--- src/rtl/mmio_arbiter.sv ---
// Round-robin arbiter sharing the mmio port between the CPU (C) and debug loader (D).
// One transaction in flight; each load/store strobe reaches mmio for exactly one cycle.
module mmio_arbiter #(
    parameter int unsigned RD_LATENCY = 0
) (
    input  logic        clk,
    input  logic        rst,
    input  logic        c_req,
    input  logic        c_load,
    input  logic        c_store,
    input  logic [2:0]  c_access,
    input  logic [31:0] c_addr,
    input  logic [31:0] c_wdata,
    output logic        c_gnt,
    output logic        c_done,
    output logic [31:0] c_rdata,
    input  logic        d_req,
    input  logic        d_load,
    input  logic        d_store,
    input  logic [2:0]  d_access,
    input  logic [31:0] d_addr,
    input  logic [31:0] d_wdata,
    output logic        d_gnt,
    output logic        d_done,
    output logic [31:0] d_rdata,
    output logic        m_load,
    output logic        m_store,
    output logic [2:0]  m_access,
    output logic [31:0] m_addr,
    output logic [31:0] m_wdata,
    input  logic [31:0] m_rdata,
    output logic        busy
);

    typedef enum logic [1:0] {StIdle, StIssue, StWait, StResp} state_e;

    state_e      state_q, state_d;
    logic        own_q, own_d;   // 0 = C, 1 = D
    logic        ptr_q, ptr_d;   // tie-break winner
    logic        ld_q, ld_d;
    logic        st_q, st_d;
    logic [2:0]  acc_q, acc_d;
    logic [31:0] addr_q, addr_d;
    logic [31:0] wdata_q, wdata_d;
    logic [2:0]  cnt_q, cnt_d;
    logic [31:0] c_rdata_q, c_rdata_d;
    logic [31:0] d_rdata_q, d_rdata_d;
    logic        capture;

    always_comb begin
        state_d   = state_q;
        own_d     = own_q;
        ptr_d     = ptr_q;
        ld_d      = ld_q;
        st_d      = st_q;
        acc_d     = acc_q;
        addr_d    = addr_q;
        wdata_d   = wdata_q;
        cnt_d     = cnt_q;
        c_rdata_d = c_rdata_q;
        d_rdata_d = d_rdata_q;
        capture   = 1'b0;
        c_gnt     = 1'b0;
        d_gnt     = 1'b0;
        c_done    = 1'b0;
        d_done    = 1'b0;
        m_load    = 1'b0;
        m_store   = 1'b0;

        unique case (state_q)
            StIdle: begin
                if (c_req || d_req) begin
                    own_d   = (c_req && d_req) ? ptr_q : !c_req;
                    // Store wins when both strobes are requested.
                    st_d    = own_d ? d_store : c_store;
                    ld_d    = own_d ? (d_load && !d_store) : (c_load && !c_store);
                    acc_d   = own_d ? d_access : c_access;
                    addr_d  = own_d ? d_addr : c_addr;
                    wdata_d = own_d ? d_wdata : c_wdata;
                    state_d = StIssue;
                end
            end
            StIssue: begin
                c_gnt   = !own_q;
                d_gnt   = own_q;
                m_load  = ld_q;
                m_store = st_q;
                if (ld_q && RD_LATENCY != 0) begin
                    cnt_d   = 3'(RD_LATENCY - 1);
                    state_d = StWait;
                end else begin
                    capture = ld_q;
                    state_d = StResp;
                end
            end
            StWait: begin
                if (cnt_q == 3'd0) begin
                    capture = 1'b1;
                    state_d = StResp;
                end else begin
                    cnt_d = cnt_q - 3'd1;
                end
            end
            StResp: begin
                c_done  = !own_q;
                d_done  = own_q;
                ptr_d   = !own_q;
                state_d = StIdle;
            end
            default: state_d = StIdle;
        endcase

        // Load data lands in the owner's register so it is valid during the done cycle.
        if (capture) begin
            if (own_q) d_rdata_d = m_rdata;
            else       c_rdata_d = m_rdata;
        end
    end

    always_ff @(posedge clk) begin
        if (!rst) begin
            state_q   <= StIdle;
            own_q     <= 1'b0;
            ptr_q     <= 1'b0;
            ld_q      <= 1'b0;
            st_q      <= 1'b0;
            acc_q     <= 3'd0;
            addr_q    <= 32'd0;
            wdata_q   <= 32'd0;
            cnt_q     <= 3'd0;
            c_rdata_q <= 32'd0;
            d_rdata_q <= 32'd0;
        end else begin
            state_q   <= state_d;
            own_q     <= own_d;
            ptr_q     <= ptr_d;
            ld_q      <= ld_d;
            st_q      <= st_d;
            acc_q     <= acc_d;
            addr_q    <= addr_d;
            wdata_q   <= wdata_d;
            cnt_q     <= cnt_d;
            c_rdata_q <= c_rdata_d;
            d_rdata_q <= d_rdata_d;
        end
    end

    assign m_access = acc_q;
    assign m_addr   = addr_q;
    assign m_wdata  = wdata_q;
    assign c_rdata  = c_rdata_q;
    assign d_rdata  = d_rdata_q;
    assign busy     = (state_q != StIdle);

endmodule

--- config.mk ---
export PLATFORM = sky130hd
export DESIGN_NAME = mmio_arbiter
export DESIGN_NICKNAME = d
export VERILOG_FILES = /design/src/rtl/mmio_arbiter.sv
export SDC_FILE = /design/constraint.sdc
export NUM_CORES = 1
export LEC_CHECK = 0
export CAP_MARGIN = 20
export CORE_AREA = 2 2 123 125
export DETAILED_ROUTE_END_ITERATION = 7
export DIE_AREA = 0 0 125 127
export DONT_BUFFER_PORTS = 1
export PLACE_DENSITY = 0.61
export SETUP_SLACK_MARGIN = 0.15
export SLEW_MARGIN = 25
export SYNTH_ARGS = -nofsm -noshare
export SYNTH_HDL_FRONTEND = slang
export SYNTH_SLANG_ARGS = --single-unit
--- constraint.sdc ---
create_clock -name clk -period 2.4 [get_ports clk]
set_clock_uncertainty 0.2 [all_clocks]
set_input_delay 0.12 -clock clk [delete_from_list [all_inputs] [get_ports clk]]
set_output_delay 0.12 -clock clk [all_outputs]
set_load 0.02 [all_outputs]
==> results of run 1 <==
cells in the mapped netlist, drive strengths merged (2+ instances only):
cell type / count / area [sq um]
mux2i: 70 / 701
nor2: 3 / 11.3
nand2: 67 / 251
ha: 6 / 75.1
a21boi: 2 / 30.0
nand3: 65 / 330
clkbuf: 18 / 71.3
dfxtp: 140 / 2800
nor2b: 4 / 25.0
o21ai: 136 / 681
o211a: 2 / 20.0
buf: 40 / 310
a21oi: 71 / 355
inv: 7 / 26.3
and2: 7 / 43.8
cells by family after synthesis:
| logic type | after synthesis | share of synthesized area, % |
|---|---|---|
| compound gates | 213 | 19.0 |
| xor+xnor | 1 | 0.151 |
| buf+inv | 65 | 7.03 |
| flops | 140 | 48.3 |
| simple gates | 150 | 12.1 |
| mux | 70 | 12.1 |
| fa+ha+maj | 6 | 1.29 |
cell type report:
class | count | area (sq um)
Fill cell | 1273 | 6770
Sequential cell | 140 | 2800
Multi-Input combinational cell | 440 | 2610
Timing Repair Buffer | 131 | 1350
Clock buffer | 19 | 443
Tap cell | 184 | 230
Clock inverter | 12 | 186
Inverter | 7 | 26.3
metrics by stage:
step,area [sq um],cells,hold slack (ns)
floorplan,5800,645,0.0504
global placement,5750,776,0.0529
detailed placement,5750,776,0.0592
CTS,7180,887,-0.374
global route,7650,933,-0.345
finish,7650,933,-0.335
sequential cells by signal, indices dropped and copies added, names as in the netlist:
name and cells:
m_wdata 32, state_q 2, ld_q 1, ptr_q 1, d_rdata 32, cnt_q 3
c_rdata 32, st_q 1, m_addr 32, own_q 1, m_access 3
how the worst min path moves through the flow:
stage	from	to	slack [ns]
6_report	rst	m_addr[9]	-0.34
5_1_grt	rst	m_addr[20]	-0.35
4_1_cts	rst	m_addr[11]	-0.37
3_5_place_dp	m_rdata[20]	d_rdata[20]	0.06
3_3_place_gp	m_rdata[21]	d_rdata[21]	0.05
2_1_floorplan	m_rdata[0]	d_rdata[0]	0.05
routing by layer:
metal / routed length (microns) / global-route usage, % / share of wire, %
met2: 8760 / 34.0 / 51
met5: 0 / 0 / 0
met4: 452 / 7.71 / 2.6
met3: 1170 / 6.32 / 6.9
met1: 6690 / 21.5 / 39
power by group through the flow:
stage / Sequential [uW] / Combinational, uW / Clock [uW]
after floorplan: 2960 / 600 / 0
after global placement: 3030 / 585 / 0
after detailed placement: 3040 / 614 / 0
after CTS: 2990 / 716 / 2860
after global routing: 3010 / 881 / 2980
final: 2990 / 794 / 2810
layout by cell type, fill, tap and decap left out:
master,count
mux2i_1,70
clkbuf_16,17
inv_1,7
nand2_1,67
dlygate4sd3_1,126
clkbuf_8,1
inv_6,4
nor3_1,1
ha_1,5
clkbuf_1,1
clkinv_2,1
buf_4,1
a22oi_2,1
dfxtp_1,140
nand3_2,1
nor2_4,1
nand2b_1,1
a21o_2,1
o21ai_1,37
a21boi_4,2
nor3b_1,1
nand4b_4,1
and2_1,7
ha_2,1
o21ai_0,99
xnor2_1,1
bufinv_16,4
a21oi_1,71
nor2b_1,4
clkinv_4,3
nor2_1,2
o211a_1,2
nand3_1,64
buf_12,4
what timing repair did:
action	CTS	global route
setup endpoints to repair	0	2
resized for setup	0	2
hold buffers	80	46
endpoints found under the hold margin	140	134
==> flow_metrics.env, run 1 <==
export IMPL_outcome="finished with violations"
export IMPL_violations="hold timing"
export IMPL_drive_gt1_share_pct=5.74
export IMPL_path_depth=6
export IMPL_holdWs_ns=-0.335
export IMPL_crit_start="state_q[0]"
export IMPL_die_h_microns=127
export IMPL_htreeDepth=4
export IMPL_grt_pass1_wl_mm=24.5
export IMPL_r2r_slack_ns=0.28
export IMPL_setup_viol=0
export IMPL_fin_crit_ns=2.12
export IMPL_cp_max_fo=4
export IMPL_postCtsSetupRepairBufs=0
export IMPL_worstRegToRegCells=6
export IMPL_clock_path_buffers=2
export IMPL_antenna_found_initial=0
export IMPL_power_internal_uw=4700
export IMPL_hpwlAfterDp_mm=10.4
export IMPL_syn_nets=825
export IMPL_numCtsBuffers=17
export IMPL_clock_sinks=140
export IMPL_ys_ff_latch=140
export IMPL_diodes=0
export IMPL_rows=44
export IMPL_drv_cap=0
export IMPL_tightest_slew_ns=0.502
export IMPL_max_freq_mhz=471
export IMPL_p_seq_share_pct=45.3
export IMPL_clkTransAtPathRegs_ns=0.06
export IMPL_critPathSlowestCell="dlygate4sd3_1"
export IMPL_crit_chain="inv_1 > ha_1 > a22oi_2 > mux2i_1 > and2_1 > dlygate4sd3_1"
export IMPL_crit_required_ns=2.55
export IMPL_dieArea_sq_um=15900
export IMPL_async_flop_share_pct=0
export IMPL_drv_slew=0
export IMPL_vdd_drop_max_mv=0.434
export IMPL_initial_core_util_pct=40.2
export IMPL_power_leakage_uw=0.00294
export IMPL_drc=0
export IMPL_core_area_sq_um=14400
export IMPL_start_kind="flip-flop"
export IMPL_preCtsSetupSlack_ns=0.444
export IMPL_mappedNetlistArea_sq_um=5800
export IMPL_arrival_ns=2.28
export IMPL_synth_avg_cell_area_sq_um=8.99
export IMPL_nets=917
export IMPL_grt_max_degree=205
export IMPL_p_clk_share_pct=42.6
export IMPL_routed_via_density=5.46
export IMPL_hold_viol=134
export IMPL_maxSlewHeadroom_pct=66.5
export IMPL_post_route_period_util_pct=88.4
export IMPL_r2r_end="state_q[0]"
export IMPL_r2r_start="state_q[0]"
export IMPL_worst_slack_ns=0.278
export IMPL_synth_ff_type="dfxtp_1"
export IMPL_place_gp_congestion=0.866
export IMPL_crit_family="buffers and inverters"
export IMPL_grt_pass1_vias=4778
export IMPL_wire_per_inst_microns=18.3
export IMPL_hold_class="in -> reg"
export IMPL_dieWidth_microns=125
export IMPL_yosysUniqueCellTypes=29
export IMPL_utilization_pct=53.0
export IMPL_root_buffer="clkbuf_16"
export IMPL_cellPowerDensity_nw_per_um2=861
export IMPL_cpPeakStageDelay_ns=0.54
export IMPL_setup_tns_ns=0
export IMPL_numPortBuffers=0
export IMPL_power_total_uw=6590
export IMPL_p_comb_share_pct=12.1
export IMPL_critPathBufInv=2
export IMPL_synth_edff_count=0
export IMPL_critPathKind="reg -> reg"
export IMPL_p_sw_share_pct=28.7
export IMPL_syn_instance_count=645
export IMPL_grt_total_usage_pct=19.2
export IMPL_totalWireLength_mm=17.1
export IMPL_ys_warn_count=0
export IMPL_synthToLayoutAreaGrowth_pct=31.9
export IMPL_rsz0062_at_grt="no"
export IMPL_vias=5095
export IMPL_p_switching_uw=1890
export IMPL_drt_iter0_drc=292
export IMPL_cts_tree="yes"
export IMPL_critPathCapture="state_q[0]"
export IMPL_grt_overflow=0
export IMPL_drtAntennaViolNets=0
export IMPL_top_level_ports=312
export IMPL_min_path_cells=2
export IMPL_ys_seq_area_share_pct=48.3
export IMPL_firstDrtPassIters=5
export IMPL_clk_latency_ns=0.41
export IMPL_worstSetupEndpointType="flip-flop"
Power figures use the tool's default switching activity.
==> run 2: changes to the inputs <==
--- a/config.mk
+++ b/config.mk
@@ -6,13 +6,16 @@
 export NUM_CORES = 1
 export LEC_CHECK = 0
 export CAP_MARGIN = 20
-export CORE_AREA = 2 2 123 125
+export CELL_PAD_IN_SITES_DETAIL_PLACEMENT = 0
+export CELL_PAD_IN_SITES_GLOBAL_PLACEMENT = 1
+export CORE_AREA = 2 2 122 124
 export DETAILED_ROUTE_END_ITERATION = 7
-export DIE_AREA = 0 0 125 127
+export DIE_AREA = 0 0 124 126
 export DONT_BUFFER_PORTS = 1
-export PLACE_DENSITY = 0.61
+export PLACE_DENSITY = 0.8
 export SETUP_SLACK_MARGIN = 0.15
 export SLEW_MARGIN = 25
 export SYNTH_ARGS = -nofsm -noshare
 export SYNTH_HDL_FRONTEND = slang
 export SYNTH_SLANG_ARGS = --single-unit
+export TNS_END_PERCENT = 10
==> flow_metrics.env, run 2 (same netlist as run 1, synthesis figures left out) <==
export IMPL_outcome="finished with violations"
export IMPL_violations="hold timing"
export IMPL_layout_common_cells="dfxtp_1, o21ai_0, dlygate4sd3_1"
export IMPL_die_h_microns=126
export IMPL_hpwlAfterDp_mm=10.3
export IMPL_clock_path_buffers=2
export IMPL_preCtsSetupSlack_ns=0.354
export IMPL_routed_via_density=5.35
export IMPL_cpPeakStageDelay_ns=0.55
export IMPL_layout_commonest_cell="dfxtp_1"
export IMPL_start_kind="flip-flop"
export IMPL_crit_chain="inv_1 > ha_1 > a22oi_2 > mux2i_1 > nor2b_1 > dlygate4sd3_1"
export IMPL_vias=4747
export IMPL_worst_slack_ns=0.270
export IMPL_clk_latency_ns=0.41
export IMPL_grt_max_degree=205
export IMPL_crit_family="buffers and inverters"
export IMPL_clock_sinks=140
export IMPL_postCtsSetupRepairBufs=0
export IMPL_synthToLayoutAreaGrowth_pct=23.9
export IMPL_cp_max_fo=4
export IMPL_fin_crit_ns=2.13
export IMPL_max_freq_mhz=470
export IMPL_dieWidth_microns=124
export IMPL_hold_viol=134
export IMPL_maxSlewHeadroom_pct=67.5
export IMPL_grt_total_usage_pct=19.0
export IMPL_worstSetupEndpointType="flip-flop"
export IMPL_initial_core_util_pct=40.5
export IMPL_nets=871
export IMPL_clkTransAtPathRegs_ns=0.06
export IMPL_rows=44
export IMPL_hold_class="in -> reg"
export IMPL_grt_overflow=0
export IMPL_setup_viol=0
export IMPL_drt_iter0_drc=212
export IMPL_drc=0
export IMPL_cts_tree="yes"
export IMPL_setup_tns_ns=0
export IMPL_rsz0062_at_grt="no"
export IMPL_critPathSlowestCell="dlygate4sd3_1"
export IMPL_drtAntennaViolNets=0
export IMPL_core_area_sq_um=14300
export IMPL_place_gp_congestion=0.822
export IMPL_numPortBuffers=0
export IMPL_power_total_uw=6420
export IMPL_top_level_ports=312
export IMPL_post_route_period_util_pct=88.7
export IMPL_critPathKind="reg -> reg"
export IMPL_drv_cap=0
export IMPL_holdWs_ns=-0.344
export IMPL_numCtsBuffers=17
export IMPL_tightest_slew_ns=0.487
export IMPL_grt_pass1_wl_mm=22.8
export IMPL_vdd_drop_max_mv=0.713
export IMPL_root_buffer="clkbuf_16"
export IMPL_drv_slew=0
export IMPL_dieArea_sq_um=15600
export IMPL_htreeDepth=4
export IMPL_crit_required_ns=2.50
export IMPL_arrival_ns=2.23
export IMPL_cellPowerDensity_nw_per_um2=893
export IMPL_drive_gt1_share_pct=5.83
export IMPL_critPathBufInv=2
export IMPL_firstDrtPassIters=5
export IMPL_wire_per_inst_microns=17.7
export IMPL_power_leakage_uw=0.00275
export IMPL_totalWireLength_mm=15.7
export IMPL_antenna_found_initial=1
export IMPL_grt_pass1_vias=4476
[run 2: changes by cell type in the layout (fill, tap and decap cells not counted), sizes merged, moves of 2 or more]
cell | previous run | this run
dlygate4sd3 | 126 | 80
inv | 11 | 8
clkinvlp | 0 | 2
clkbuf | 19 | 22
[run 2: area by class of cell]
cell class                      instances  area (sq um)
Clock inverter                          9           136
Multi-Input combinational cell        440          2610
Clock buffer                           22           474
Tap cell                              184           230
Fill cell                            1312          7130
Timing Repair Buffer                   85           901
Antenna cell                            1          2.50
Sequential cell                       140          2800
Inverter                                7          26.3
[run 2: what timing repair did]
item / in CTS / in global routing
hold endpoints to repair: 140 / 134
gates resized for setup: 0 / 1
endpoints found under the setup margin: 0 / 2
hold buffers: 76 / 4
[run 2: metal layers]
layer | routed length (microns) | track usage, % | vias to the layer above
met2 | 8040 | 34.3 | 196
met1 | 6150 | 20.1 | 2170
met5 | 0 | 0 | -
met3 | 1210 | 6.39 | 20
li1 | - | - | 2361
met4 | 282 | 7.27 | 0
[run 2: per-stage QoR]
step | utilization (%) | hold slack [ns] | cell area, sq um | instances
after floorplan | - | 0.0504 | 5800 | 645
after global placement | 40.3 | 0.0531 | 5770 | 776
after detailed placement | 40.3 | 0.0588 | 5770 | 776
after CTS | 49.9 | -0.366 | 7140 | 883
after global routing | 50.2 | -0.373 | 7180 | 888
final | 50.2 | -0.344 | 7180 | 888
[run 2: path summary, 6_finish.rpt]
| path | from | to | slack (ns) | cells after the start |
|---|---|---|---|---|
| setup / recovery | state_q[0] | state_q[1] | 0.27 | 6 |
| hold / removal | rst | m_addr[10] | -0.34 | 2 |
| setup reg to reg | state_q[0] | state_q[1] | 0.27 | 6 |
| hold reg to reg | d_rdata[15] | d_rdata[15] | 0.36 | 2 |
[run 2: power by group]
part / switching [uW] / leakage [uW] / total [uW] / internal, uW
clock network: 979 / 0.000293 / 2700 / 1720
logic: 410 / 0.00131 / 737 / 327
registers: 432 / 0.00115 / 2990 / 2550
